==> src/rtl/dmem_pkg.sv <==
// Shared types, constants and the byte-lane merge used by the data-memory controller.
package dmem_pkg;

   typedef enum logic {
      IDLE  = 1'b0,
      MERGE = 1'b1
   } state_t;

   typedef logic port_id_t;

   localparam int NUM_PORTS  = 2;
   localparam int WORD_BYTES = 4;

   // Lane i of the result comes from new_word when be[i] is set, otherwise from old_word.
   function automatic logic [31:0] byte_merge(input logic [31:0]           old_word,
                                              input logic [31:0]           new_word,
                                              input logic [WORD_BYTES-1:0] be);
      logic [31:0] merged;
      merged = old_word;
      for (int i = 0; i < WORD_BYTES; i++) begin
         if (be[i]) merged[i*8 +: 8] = new_word[i*8 +: 8];
      end
      return merged;
   endfunction

endpackage

==> src/rtl/rr_arb2.sv <==
// Two-requester round-robin arbiter: the port not granted last wins a tie.
module rr_arb2
   import dmem_pkg::*;
(
   input  logic                 clk,
   input  logic                 reset,
   input  logic                 advance,
   input  logic [NUM_PORTS-1:0] req,
   output logic [NUM_PORTS-1:0] gnt
);

   port_id_t last_port;

   always_comb begin
      gnt = '0;
      if (advance) begin
         case (req)
            2'b01:   gnt = 2'b01;
            2'b10:   gnt = 2'b10;
            2'b11:   gnt = last_port ? 2'b01 : 2'b10;
            default: gnt = 2'b00;
         endcase
      end
   end

   // Starts at port 1 so that port 0 wins the first tie after reset.
   always_ff @(posedge clk) begin
      if (reset) begin
         last_port <= 1'b1;
      end else if (gnt[1]) begin
         last_port <= 1'b1;
      end else if (gnt[0]) begin
         last_port <= 1'b0;
      end
   end

endmodule

==> src/rtl/dmem_ctrl.sv <==
// Data-memory controller: arbitrates two ports onto a single-port word memory,
// range-checks requests and performs read-modify-write for sub-word stores.
module dmem_ctrl
   import dmem_pkg::*;
#(
   parameter int DEPTH_WORDS = 1024
) (
   input  logic        clk,
   input  logic        reset,

   input  logic        p0_req,
   input  logic        p0_we,
   input  logic [31:0] p0_addr,
   input  logic [31:0] p0_wdata,
   input  logic [3:0]  p0_be,
   output logic        p0_gnt,
   output logic        p0_rvalid,
   output logic [31:0] p0_rdata,
   output logic        p0_err,

   input  logic        p1_req,
   input  logic        p1_we,
   input  logic [31:0] p1_addr,
   input  logic [31:0] p1_wdata,
   input  logic [3:0]  p1_be,
   output logic        p1_gnt,
   output logic        p1_rvalid,
   output logic [31:0] p1_rdata,
   output logic        p1_err,

   output logic [31:0] mem_addr,
   output logic [31:0] mem_wdata,
   output logic        mem_we,
   input  logic [31:0] mem_rdata
);

   localparam logic [31:0] DEPTH_LIMIT = 32'(DEPTH_WORDS);

   state_t      state;
   state_t      state_next;

   logic [1:0]  gnt;
   logic        granted;
   port_id_t    win_id;

   logic        sel_we;
   logic [29:0] sel_idx;
   logic [31:0] sel_wdata;
   logic [3:0]  sel_be;
   logic        req_err;
   logic        full_store;
   logic        part_store;

   logic        resp_valid;
   logic        resp_err;
   port_id_t    resp_id;
   logic [31:0] resp_data;

   port_id_t    mrg_id;
   logic [29:0] mrg_idx;
   logic [31:0] mrg_old;
   logic [31:0] mrg_wdata;
   logic [3:0]  mrg_be;

   // The two low address bits select a byte within the word and are meaningless here.
   logic        unused_addr_bits;
   assign unused_addr_bits = ^{p0_addr[1:0], p1_addr[1:0]};

   rr_arb2 u_arb (
      .clk     (clk),
      .reset   (reset),
      .advance ((state == IDLE) && !reset),
      .req     ({p1_req, p0_req}),
      .gnt     (gnt)
   );

   assign p0_gnt  = gnt[0];
   assign p1_gnt  = gnt[1];
   assign granted = |gnt;
   assign win_id  = gnt[1];

   always_comb begin
      sel_we    = win_id ? p1_we           : p0_we;
      sel_idx   = win_id ? p1_addr[31:2]   : p0_addr[31:2];
      sel_wdata = win_id ? p1_wdata        : p0_wdata;
      sel_be    = win_id ? p1_be           : p0_be;
   end

   assign req_err    = ({2'b00, sel_idx} >= DEPTH_LIMIT) || (sel_we && (sel_be == 4'h0));
   assign full_store = sel_we && !req_err && (sel_be == 4'hF);
   assign part_store = sel_we && !req_err && (sel_be != 4'hF);

   always_ff @(posedge clk) begin
      if (reset) begin
         state <= IDLE;
      end else begin
         state <= state_next;
      end
   end

   always_comb begin
      state_next = state;
      case (state)
         IDLE:  if (granted && part_store) state_next = MERGE;
         MERGE: state_next = IDLE;
      endcase
   end

   // Memory-side outputs are forced idle while reset is high so an interrupted merge never writes.
   always_comb begin
      mem_addr  = '0;
      mem_wdata = '0;
      mem_we    = 1'b0;
      if (!reset) begin
         case (state)
            IDLE: begin
               if (granted) begin
                  mem_addr = {2'b00, sel_idx};
                  if (full_store) begin
                     mem_we    = 1'b1;
                     mem_wdata = sel_wdata;
                  end
               end
            end
            MERGE: begin
               mem_addr  = {2'b00, mrg_idx};
               mem_we    = 1'b1;
               mem_wdata = byte_merge(mrg_old, mrg_wdata, mrg_be);
            end
         endcase
      end
   end

   always_ff @(posedge clk) begin
      if (reset) begin
         resp_valid <= 1'b0;
         resp_err   <= 1'b0;
         resp_id    <= 1'b0;
         resp_data  <= '0;
         mrg_id     <= 1'b0;
         mrg_idx    <= '0;
         mrg_old    <= '0;
         mrg_wdata  <= '0;
         mrg_be     <= '0;
      end else begin
         resp_valid <= 1'b0;
         resp_err   <= 1'b0;
         resp_data  <= '0;
         if (state == MERGE) begin
            resp_valid <= 1'b1;
            resp_id    <= mrg_id;
         end else if (granted) begin
            resp_id <= win_id;
            if (req_err) begin
               resp_valid <= 1'b1;
               resp_err   <= 1'b1;
            end else if (!sel_we) begin
               resp_valid <= 1'b1;
               resp_data  <= mem_rdata;
            end else if (full_store) begin
               resp_valid <= 1'b1;
            end else begin
               mrg_id    <= win_id;
               mrg_idx   <= sel_idx;
               mrg_old   <= mem_rdata;
               mrg_wdata <= sel_wdata;
               mrg_be    <= sel_be;
            end
         end
      end
   end

   assign p0_rvalid = resp_valid && (resp_id == 1'b0);
   assign p1_rvalid = resp_valid && (resp_id == 1'b1);
   assign p0_err    = p0_rvalid && resp_err;
   assign p1_err    = p1_rvalid && resp_err;
   assign p0_rdata  = p0_rvalid ? resp_data : '0;
   assign p1_rdata  = p1_rvalid ? resp_data : '0;

endmodule

==> config.mk <==
export PLATFORM = sky130hd
export DESIGN_NAME = dmem_ctrl
export DESIGN_NICKNAME = d
export VERILOG_FILES = /design/src/rtl/dmem_pkg.sv /design/src/rtl/rr_arb2.sv /design/src/rtl/dmem_ctrl.sv
export SDC_FILE = /design/constraint.sdc
export NUM_CORES = 1
export LEC_CHECK = 0
export CAP_MARGIN = 40
export CELL_PAD_IN_SITES_DETAIL_PLACEMENT = 1
export CELL_PAD_IN_SITES_GLOBAL_PLACEMENT = 2
export CORE_MARGIN = 1
export CORE_UTILIZATION = 36
export DETAILED_ROUTE_END_ITERATION = 7
export DONT_BUFFER_PORTS = 1
export GPL_TIMING_DRIVEN = 0
export MAX_ROUTING_LAYER = met4
export PLACE_DENSITY = 0.86
export SYNTH_ARGS = -nofsm -noshare
export SYNTH_HDL_FRONTEND = slang
export SYNTH_HIERARCHICAL = 1
export SYNTH_SLANG_ARGS = --single-unit
==> constraint.sdc <==
create_clock -name clk -period 4.1 [get_ports clk]
set_clock_uncertainty 0.2 [all_clocks]
set_input_delay 0.615 -clock clk [delete_from_list [all_inputs] [get_ports clk]]
set_output_delay 0.615 -clock clk [all_outputs]
set_load 0.05 [all_outputs]
* After elaboration in Yosys (flattened, before gate mapping)
Cells that the tools add are included.
Widths: inputs -> output; s select.
** Cells by class
- Magnitude comparators :: 1
- Eq/ne operators :: 5
- Muxes and demuxes :: 33
- Bitwise operators :: 5
- Reduce and logical (&&, ||, !) cells :: 20
** Operator list (count)
- $mux 32 :: 7
- $pmux 32 s2 :: 2
- $mux 30 :: 2
- $mux 8 :: 4
- $ge 30x11->1 const B :: 1
- $mux 1 :: 12
- $logic_and 1x1->1 :: 10
- $pmux 2 s3 :: 1
- $not 1->1 :: 5
- $reduce_and 5->1 :: 1
- $reduce_or 5->1 :: 1
- $eq 2x2->1 const B :: 2
- $eq 4x4->1 const B :: 1
- $logic_not 4->1 :: 1
- $mux 2 :: 2
- $mux 4 :: 1
- $ne 4x4->1 const B :: 1
- $pmux 1 s2 :: 2
- $reduce_or 2->1 :: 2
- $reduce_or 3->1 :: 1
- $eq 2x1->1 const B :: 1
- $logic_not 1->1 :: 2
- $reduce_bool 2->1 :: 1
- $logic_or 1x1->1 :: 1
** Word-level totals
- Register bits :: 136
- Input bits :: 174
- Output and inout port bits :: 135
- Logic and storage cells :: 75

* Longest topological paths before layout
Gate-level depths: netlist of the first run.
- Depth after elaboration :: 15
- Depth in mapped cells :: 15
- Mapped depth without buffers :: 8

* By module
The synthesis of the first run kept the hierarchy.
** Modules (own cells, without submodules)
- dmem_ctrl :: cells each 812, sequential area each 2702.6 sq um, area each 7394.6 sq um, times used 1
- rr_arb2 :: cells each 8, sequential area each 20.0 sq um, area each 58.8 sq um, times used 1

* Least setup slack after synthesis of the first run
Ideal clock, no wire load.
- Kind :: in2out
- Start :: input port reset
- End :: output port mem_addr[10]
- Path slack :: -1283 ps
- Data required time :: 3285 ps
- Arrival :: 4568 ps
- Buffers on the path :: 7
- Stages on the path :: 12
- Cells stage by stage :: clkbuf_1 clkbuf_1 clkbuf_1 nor2_1 nand2_1 a21oi_1 buf_2 buf_2 buf_2 buf_2 mux2i_1 o21ai_0
** Between the ends
- Cells in the longest elaborated chain, start to end :: 7
- Elaborated cells between the ends (all ways) :: 8
- Those cells by class :: mux (5); reduce/logical (3)
** RTL lines
- start, declared :: line dmem_ctrl.sv:9 : input logic reset,
- $logic_not 1->1 *
- $logic_and 1x1->1 * :: line dmem_ctrl.sv:72 : .advance ((state == IDLE) && !reset),
- $mux 2 * :: line rr_arb2.sv:16 : if (advance) begin
- named net p1_gnt :: line dmem_ctrl.sv:26 : output logic p1_gnt,
- $mux 30 or $reduce_or 2->1 (tied branches) :: line dmem_ctrl.sv:84, dmem_ctrl.sv:79
- $mux 30 * :: line dmem_ctrl.sv:117 : if (granted) begin
- $pmux 32 s2 * :: line dmem_ctrl.sv:115 : case (state)
- $mux 32 * :: line dmem_ctrl.sv:114 : if (!reset) begin
- end, declared :: line dmem_ctrl.sv:31 : output logic [31:0] mem_addr,
Mark *: on every way through the listed nets, which the timed path passes. The rest lies on a longest branch. The select of a mux whose other input is x is not followed.

* Final worst setup path of the first run
- Start :: register state
- End :: output port mem_wdata[10]
** Between the ends
- Cells in the longest elaborated chain, start to end :: 14
- Elaborated cells between the ends (all ways) :: 20
- Those cells by class :: order compare (1); eq/ne (1); mux (9); bitwise (1); reduce/logical (8)
** RTL lines
- start, declared :: line dmem_ctrl.sv:39 : state_t state;
- start signal, assigned :: line dmem_ctrl.sv:97 : state <= state_next;
- $not 1->1 *
- $logic_and 1x1->1 * :: line dmem_ctrl.sv:72
- $mux 2 * :: line rr_arb2.sv:16
- named net p1_gnt :: line dmem_ctrl.sv:26
- branches (longest 8 deep; another with $ge 30x11->1)
- $mux 32 * :: line dmem_ctrl.sv:117
- $pmux 32 s2 * :: line dmem_ctrl.sv:115
- $mux 32 * :: line dmem_ctrl.sv:114
- end, declared :: line dmem_ctrl.sv:32 : output logic [31:0] mem_wdata,
Mark *: on every way through the listed nets, which the timed path passes.

==> results of run 1 <==
## worst paths after layout
path                                         to         from  slack (ps)  depth (start not counted)
worst max register to register     resp_data[3]        state         500                          9
worst max-delay path              mem_wdata[10]        state         190                         10
worst min-delay path            u_arb/last_port        reset          90                          1
worst min register to register      mrg_idx[24]  mrg_idx[24]         270                          1
## layer usage
layer	share of wire (%)	GRT usage [%]	vias to the layer above
li1	-	-	2918
met1	44	29.1	2992
met2	49	40.3	189
met3	4.8	4.95	28
met4	1.7	7.11	0
met5	0	-	-
## through the flow
| step | utilization [%] | total power, mW | TNS [ps] | cell area, um2 | setup slack [ps] |
|---|---|---|---|---|---|
| 2_1_floorplan | - | 1.60 | -2630 | 8100 | -164 |
| 3_3_place_gp | 41.7 | 1.66 | -120210 | 8430 | -1200 |
| 3_5_place_dp | 42.5 | 1.68 | -121790 | 8600 | -1180 |
| 4_1_cts | 46.8 | 3.29 | 0 | 9470 | 8.45 |
| 5_1_grt | 46.9 | 3.37 | 0 | 9500 | 37.4 |
| 6_report | 46.9 | 3.26 | 0 | 9500 | 195 |
## state kept, by name, indices dropped and copies added (netlist names), 4 cells and up
| signal | cells |
|---|---|
| mrg_be | 4 |
| mrg_idx | 30 |
| mrg_old | 32 |
| mrg_wdata | 32 |
| resp_data | 32 |
## power by group through the flow
| stage | Combinational [mW] | Clock, mW | Sequential, mW |
|---|---|---|---|
| global route | 0.350 | 1.69 | 1.33 |
| finish | 0.328 | 1.60 | 1.33 |
| floorplan | 0.243 | 0 | 1.36 |
| global placement | 0.299 | 0 | 1.36 |
| CTS | 0.329 | 1.63 | 1.33 |
| detailed placement | 0.315 | 0 | 1.36 |
## area by class of cell
type | instances | share of cell area (%)
Tap cell | 270 | 3.56
Clock inverter | 11 | 1.54
Multi-Input combinational cell | 613 | 53.6
Timing Repair Buffer | 26 | 2.77
Clock buffer | 20 | 4.81
Inverter | 2 | 0.0790
Sequential cell | 136 | 28.7
Buffer | 68 | 5.02
## cell usage in the layout, fill, tap and decap left out, types with 4 or more instances in the layout
cell type	Yosys	layout
nand2_1	37	36
nor2_1	57	56
nor3b_1	20	20
and2_1	67	67
buf_6	5	11
buf_8	0	4
o21ai_4	0	21
buf_4	4	23
clkbuf_16	0	20
clkbuf_1	45	39
mux2i_1	131	131
nand2b_1	69	69
dfxtp_1	136	135
nor4_1	5	5
buf_12	4	6
o22ai_4	0	30
o21ai_1	0	10
mux2_2	46	46
nor2b_1	50	50
and3_1	33	33
buf_1	7	7
## what timing repair did
action                                  in CTS  in global routing
endpoints found under the hold margin        0                  0
pin swaps                                   10                  6
endpoints found under the setup margin      93                 42
setup buffers                                4                  2
gates resized for setup                     34                  5
cloned                                       1                  2
## worst max-delay path, delay by kind of cell (launching register included)
family | cells | cell delay, ps
AOI/OAI and AO/OA | 4 | 1250
buffers and inverters | 2 | 370
and+or+nand+nor | 4 | 670
DFF | 1 | 370
## cell families after synthesis
logic type | count (synthesis)
AO/OA/AOI/OAI | 82
flip-flops | 136
other | 1
AND/OR/NAND/NOR | 352
buffers and inverters | 72
multiplexers | 177
==> results.ini, run 1 <==
[power_and_ir_drop]
combPwrFrac_pct=10.1
p_int_mw=2.42
pwr-share-clk_pct=49.1
p_leak_nw=3.32
powerDensity_nw_per_um2=343
p_seq_share_pct=40.8
swShare_pct=25.8
p_sw_uw=842
ir_worst_vdd_mv=0.283

[synthesis]
synthArstFlopShare_pct=0
synth-edff-count=0
synth_top_family_by_area=simple AND/OR/NAND/NOR gates
synth-seq-area-share_pct=36.5
synth.top_cell.area_share_pct=36.5
syn_inst=820
yosys-top-cells-count=dfxtp_1, mux2i_1, nand2b_1
ys_top_cells_by_area=dfxtp_1, mux2i_1, mux2_2
yosys_register_bits=136
synth_area_um2=7450
synth.area.mux_share_pct=24.5
synthMostInstantiatedCell=dfxtp_1
avgSynthCellArea_um2=9.09
synth-compound-area-share_pct=6.80
yosysWarnings=6
synth_xor_area_share_pct=0
synth_flop_cell=dfxtp_1
yosys.area_share.simple_pct=26.8
yosys.area_share.adder_pct=0
synth.distinct_cells=38
synth_largest_area_cell=dfxtp_1

[cells_and_area]
final_layout_size_suffix_gt1_share_pct=21.8
multi_input_area_um2=5090
syn_to_final_growth_pct=27.4
final_cells=1146
diodes=0
nFillCells=2240
fin_nets=1038
ff_latch_area_um2=2720

[sta]
tightest_slew_ps=907
slew_viol_final=0
hold_ws_ps=88.6
slew_headroom_pct=39.5
setup_violations=0
hold_viol=0
rsz0062_at_grt=no
fin_crit_ps=3910
max_freq_ghz=0.256
fin_crit_sh_pct=95.2

[clock_network]
cts-root-buf=clkbuf_16
clk_latency_ps=420
postCtsHoldBufs=0
numCtsBuffers=17
h-tree-depth=4
clkTransAtPathRegs_ps=60
cts_tree=yes
clock_path_buffers=2
clkSinkCount=136

[route]
vias=6127
drc=0
first_iter_violations=169
via_per_inst=5.35
wl_mm=24.8
postRouteAntennaNets=0
wl_per_cell_um=21.6
drtPass1Iterations=4

[worst_setup_path]
crit_type=register to primary output
cp_max_fo=8
cp_slowest_cell=a21oi_4
crit_arrival_ps=3090
startpoint_type=register
worstPathRequired_ps=3280
critPathMaxStageDelay_ps=420
worstPathCellList=nor2_4 > nand2_2 > a21oi_4 > nor4b_4 > nand3_2 > a311oi_4 > o2111ai_4 > buf_12 > clkbuf_16 > o22ai_4
end_kind=primary output

[grt]
grt_pass1_wl_mm=37.9
grt-ovfl-total=0
grt_usage_pct=24.1
grt_pass1_vias=6575
grt_max_degree=19
antenna_found_initial=1

[placed_design]
port_buffers=0
place.gp.congestion=0.840
dp_hpwl_mm=18.8
dp.cells=1108

[floorplanning]
core_um2=20200
initial_utilization_pct=36.8
rows=52
io_pins=309
die_y_um=146
dieArea_um2=21300
die_x_um=146

[run]
drv_cap=0

[min_path]
min_path_type=input pin to register

[status]
outcome=completed

Power figures use the tool's default switching activity.
==> inputs of run 2 (changes only) <==
--- a/config.mk
+++ b/config.mk
@@ -15,6 +15,7 @@
 export GPL_TIMING_DRIVEN = 0
 export MAX_ROUTING_LAYER = met4
 export PLACE_DENSITY = 0.86
+export SETUP_SLACK_MARGIN = 0.05
 export SYNTH_ARGS = -nofsm -noshare
 export SYNTH_HDL_FRONTEND = slang
 export SYNTH_HIERARCHICAL = 1
==> run 2 against run 1 <==
- clock power is 3% lower
- power is 1.7% lower
- sequential power hardly changed
- combinational power hardly changed
- first-iteration DRC count is 36% higher
- setup slack worse by 47 ps
- hold slack better by 9.7 ps
- final cell count is 0.87% lower
- cell area is 0.46% higher
- die area stayed put
- critical endpoint is now mem_wdata[22]
==> results.ini, run 2 (synthesized netlist as in run 1, its figures left out) <==
[placed_design]
port_buffers=0  ; unchanged
dp_hpwl_mm=18.6  ; -0.80%
post-place-ws_ps=-1010  ; +165 ps
place.gp.congestion=0.831  ; -1.0%
dp.cells=1096  ; -1.1%

[clock_network]
numCtsBuffers=17  ; unchanged
postCtsHoldBufs=0  ; unchanged
h-tree-depth=4  ; unchanged
clk_latency_ps=420  ; about the same
cts-root-buf=clkbuf_16
clock_path_buffers=2  ; unchanged
clkTransAtPathRegs_ps=60  ; about the same
clkSinkCount=136  ; unchanged
cts_tree=yes

[route]
wl_mm=24.6  ; -0.79%
postRouteAntennaNets=0  ; unchanged
first_iter_violations=230  ; +36%
drtPass1Iterations=4  ; unchanged
wl_per_cell_um=21.6  ; about the same
drc=0  ; unchanged
vias=6125  ; -0.033%
via_per_inst=5.39  ; +0.85%

[worst_setup_path]
crit_type=register to primary output
worstPathCellList=nor2_4 > nand2_2 > a21oi_4 > nor4b_4 > nand3_2 > a311oi_4 > o2111ai_4 > buf_12 > clkbuf_16 > o22ai_4
worstPathRequired_ps=3280  ; about the same
worstReg2RegStart=state
rr_worst_depth=9  ; unchanged
startpoint_type=register
cp_slowest_cell=a21oi_4
critPathBufInv=2  ; unchanged
crit_arrival_ps=3140  ; +50 ps
end_kind=primary output
crit_family=compound AO/OA/AOI/OAI gates
cp.depth=10  ; unchanged
critPathMaxStageDelay_ps=390  ; -30 ps
cp_max_fo=8  ; unchanged
crit_start=state

[floorplanning]
io_pins=309  ; unchanged
dieArea_um2=21300  ; unchanged
core_um2=20200  ; unchanged
die_x_um=146  ; unchanged
die_y_um=146  ; unchanged
initial_utilization_pct=36.8  ; unchanged
rows=52  ; unchanged

[grt]
grt_usage_pct=24.3  ; +0.20 points
grt.busiest_layer=met2
grt_pass1_wl_mm=38.2  ; +0.86%
grt_pass1_vias=6574  ; -0.015%
grt_use_met3_pct=4.23  ; -0.72 points
grt_max_degree=19  ; unchanged
antenna_found_initial=1  ; unchanged
grt-ovfl-total=0  ; unchanged
use_met1_pct=29.4  ; +0.32 points
grt_use_met2_pct=40.5  ; +0.19 points

[sta]
slew_viol_final=0  ; unchanged
slew_headroom_pct=43.2  ; +3.6 points
setup_violations=0  ; unchanged
finalSetupTns_ps=0  ; unchanged
fin_crit_ps=3950  ; +46.9 ps
rsz0062_at_grt=yes
tightest_slew_ps=852  ; -54.3 ps
fin_crit_sh_pct=96.4  ; +1.1 points
fin_ws_ps=148  ; -46.9 ps
max_freq_ghz=0.253  ; -1.2%
hold_viol=0  ; unchanged

[cells_and_area]
diodes=0  ; unchanged
mostFrequentLayoutCells=dfxtp_1, mux2i_1, nand2b_1, and2_1, nor2_1
fin_nets=1027  ; -1.1%
layout_commonest_cell=dfxtp_1
finish.utilization_pct=47.2  ; +0.22 points
top_regs=mrg_old (32), mrg_wdata (32), resp_data (32)
syn_to_final_growth_pct=28.0
final_layout_size_suffix_gt1_share_pct=22.4  ; +0.60 points
final_cells=1136  ; -0.87%

[min_path]
hp-start=reset
min_path_type=input pin to register
min_path_cells=1  ; unchanged

[status]
outcome=completed

[power_and_ir_drop]
p_leak_nw=3.29  ; -0.80%
powerDensity_nw_per_um2=336  ; -2.2%
ir_worst_vdd_mv=0.284  ; +0.33%

[run]
drv_cap=0  ; unchanged

run 2: path summary, 6_finish.rpt:
check / slack (ps) / to
max: 150 / mem_wdata[22]
min: 100 / u_arb/last_port
max reg2reg: 510 / resp_data[3]
min reg2reg: 270 / mrg_idx[27]
run 2: per-stage QoR:
| step | hold slack (ps) | total power [mW] | cell area [um2] |
|---|---|---|---|
| 6_report | 98.3 | 3.20 | 9540 |
| 5_1_grt | 78.3 | 3.31 | 9540 |
| 4_1_cts | 84.9 | 3.23 | 9510 |
| 3_5_place_dp | 264 | 1.68 | 8700 |
| 3_3_place_gp | 260 | 1.68 | 8630 |
| 2_1_floorplan | 248 | 1.62 | 8290 |
run 2: cell type report:
cell class / instances / area [um2]
clock inverters: 13 / 145
plain buffers: 68 / 494
fillers: 2223 / 10700
inverters: 2 / 7.51
clock buffers: 19 / 443
well taps: 270 / 338
multi-input cells: 613 / 5210
flip-flops and latches: 136 / 2730
repair buffers: 15 / 174
run 2: routing by layer:
layer  up-vias  part of all wire [%]
met5         -                     0
met4         0                   2.3
met3        33                   4.7
met2       196                    49
met1      2997                    44
li1       2899                     -
run 2: where the power goes:
part | total, mW | internal [mW] | leakage, nW | switching (mW)
combinational | 0.327 | 0.101 | 1.92 | 0.226
clock | 1.55 | 0.918 | 0.280 | 0.628
sequential | 1.33 | 1.32 | 1.10 | 0.00617
total | 3.20 | 2.34 | 3.29 | 0.860
run 2: repair_timing:
action	in CTS	in global routing
endpoints found under the setup margin	125	57
setup buffers	4	3
pin swaps	10	10
cloned	3	0
resized for setup	23	6
==> inputs of run 3 (changes only) <==
--- a/config.mk
+++ b/config.mk
@@ -10,6 +10,7 @@
 export CELL_PAD_IN_SITES_GLOBAL_PLACEMENT = 2
 export CORE_MARGIN = 1
 export CORE_UTILIZATION = 36
+export CTS_CLUSTER_SIZE = 8
 export DETAILED_ROUTE_END_ITERATION = 7
 export DONT_BUFFER_PORTS = 1
 export GPL_TIMING_DRIVEN = 0
==> results of run 3 <==
Final layout, timing and power as in run 2 (identical DEF).
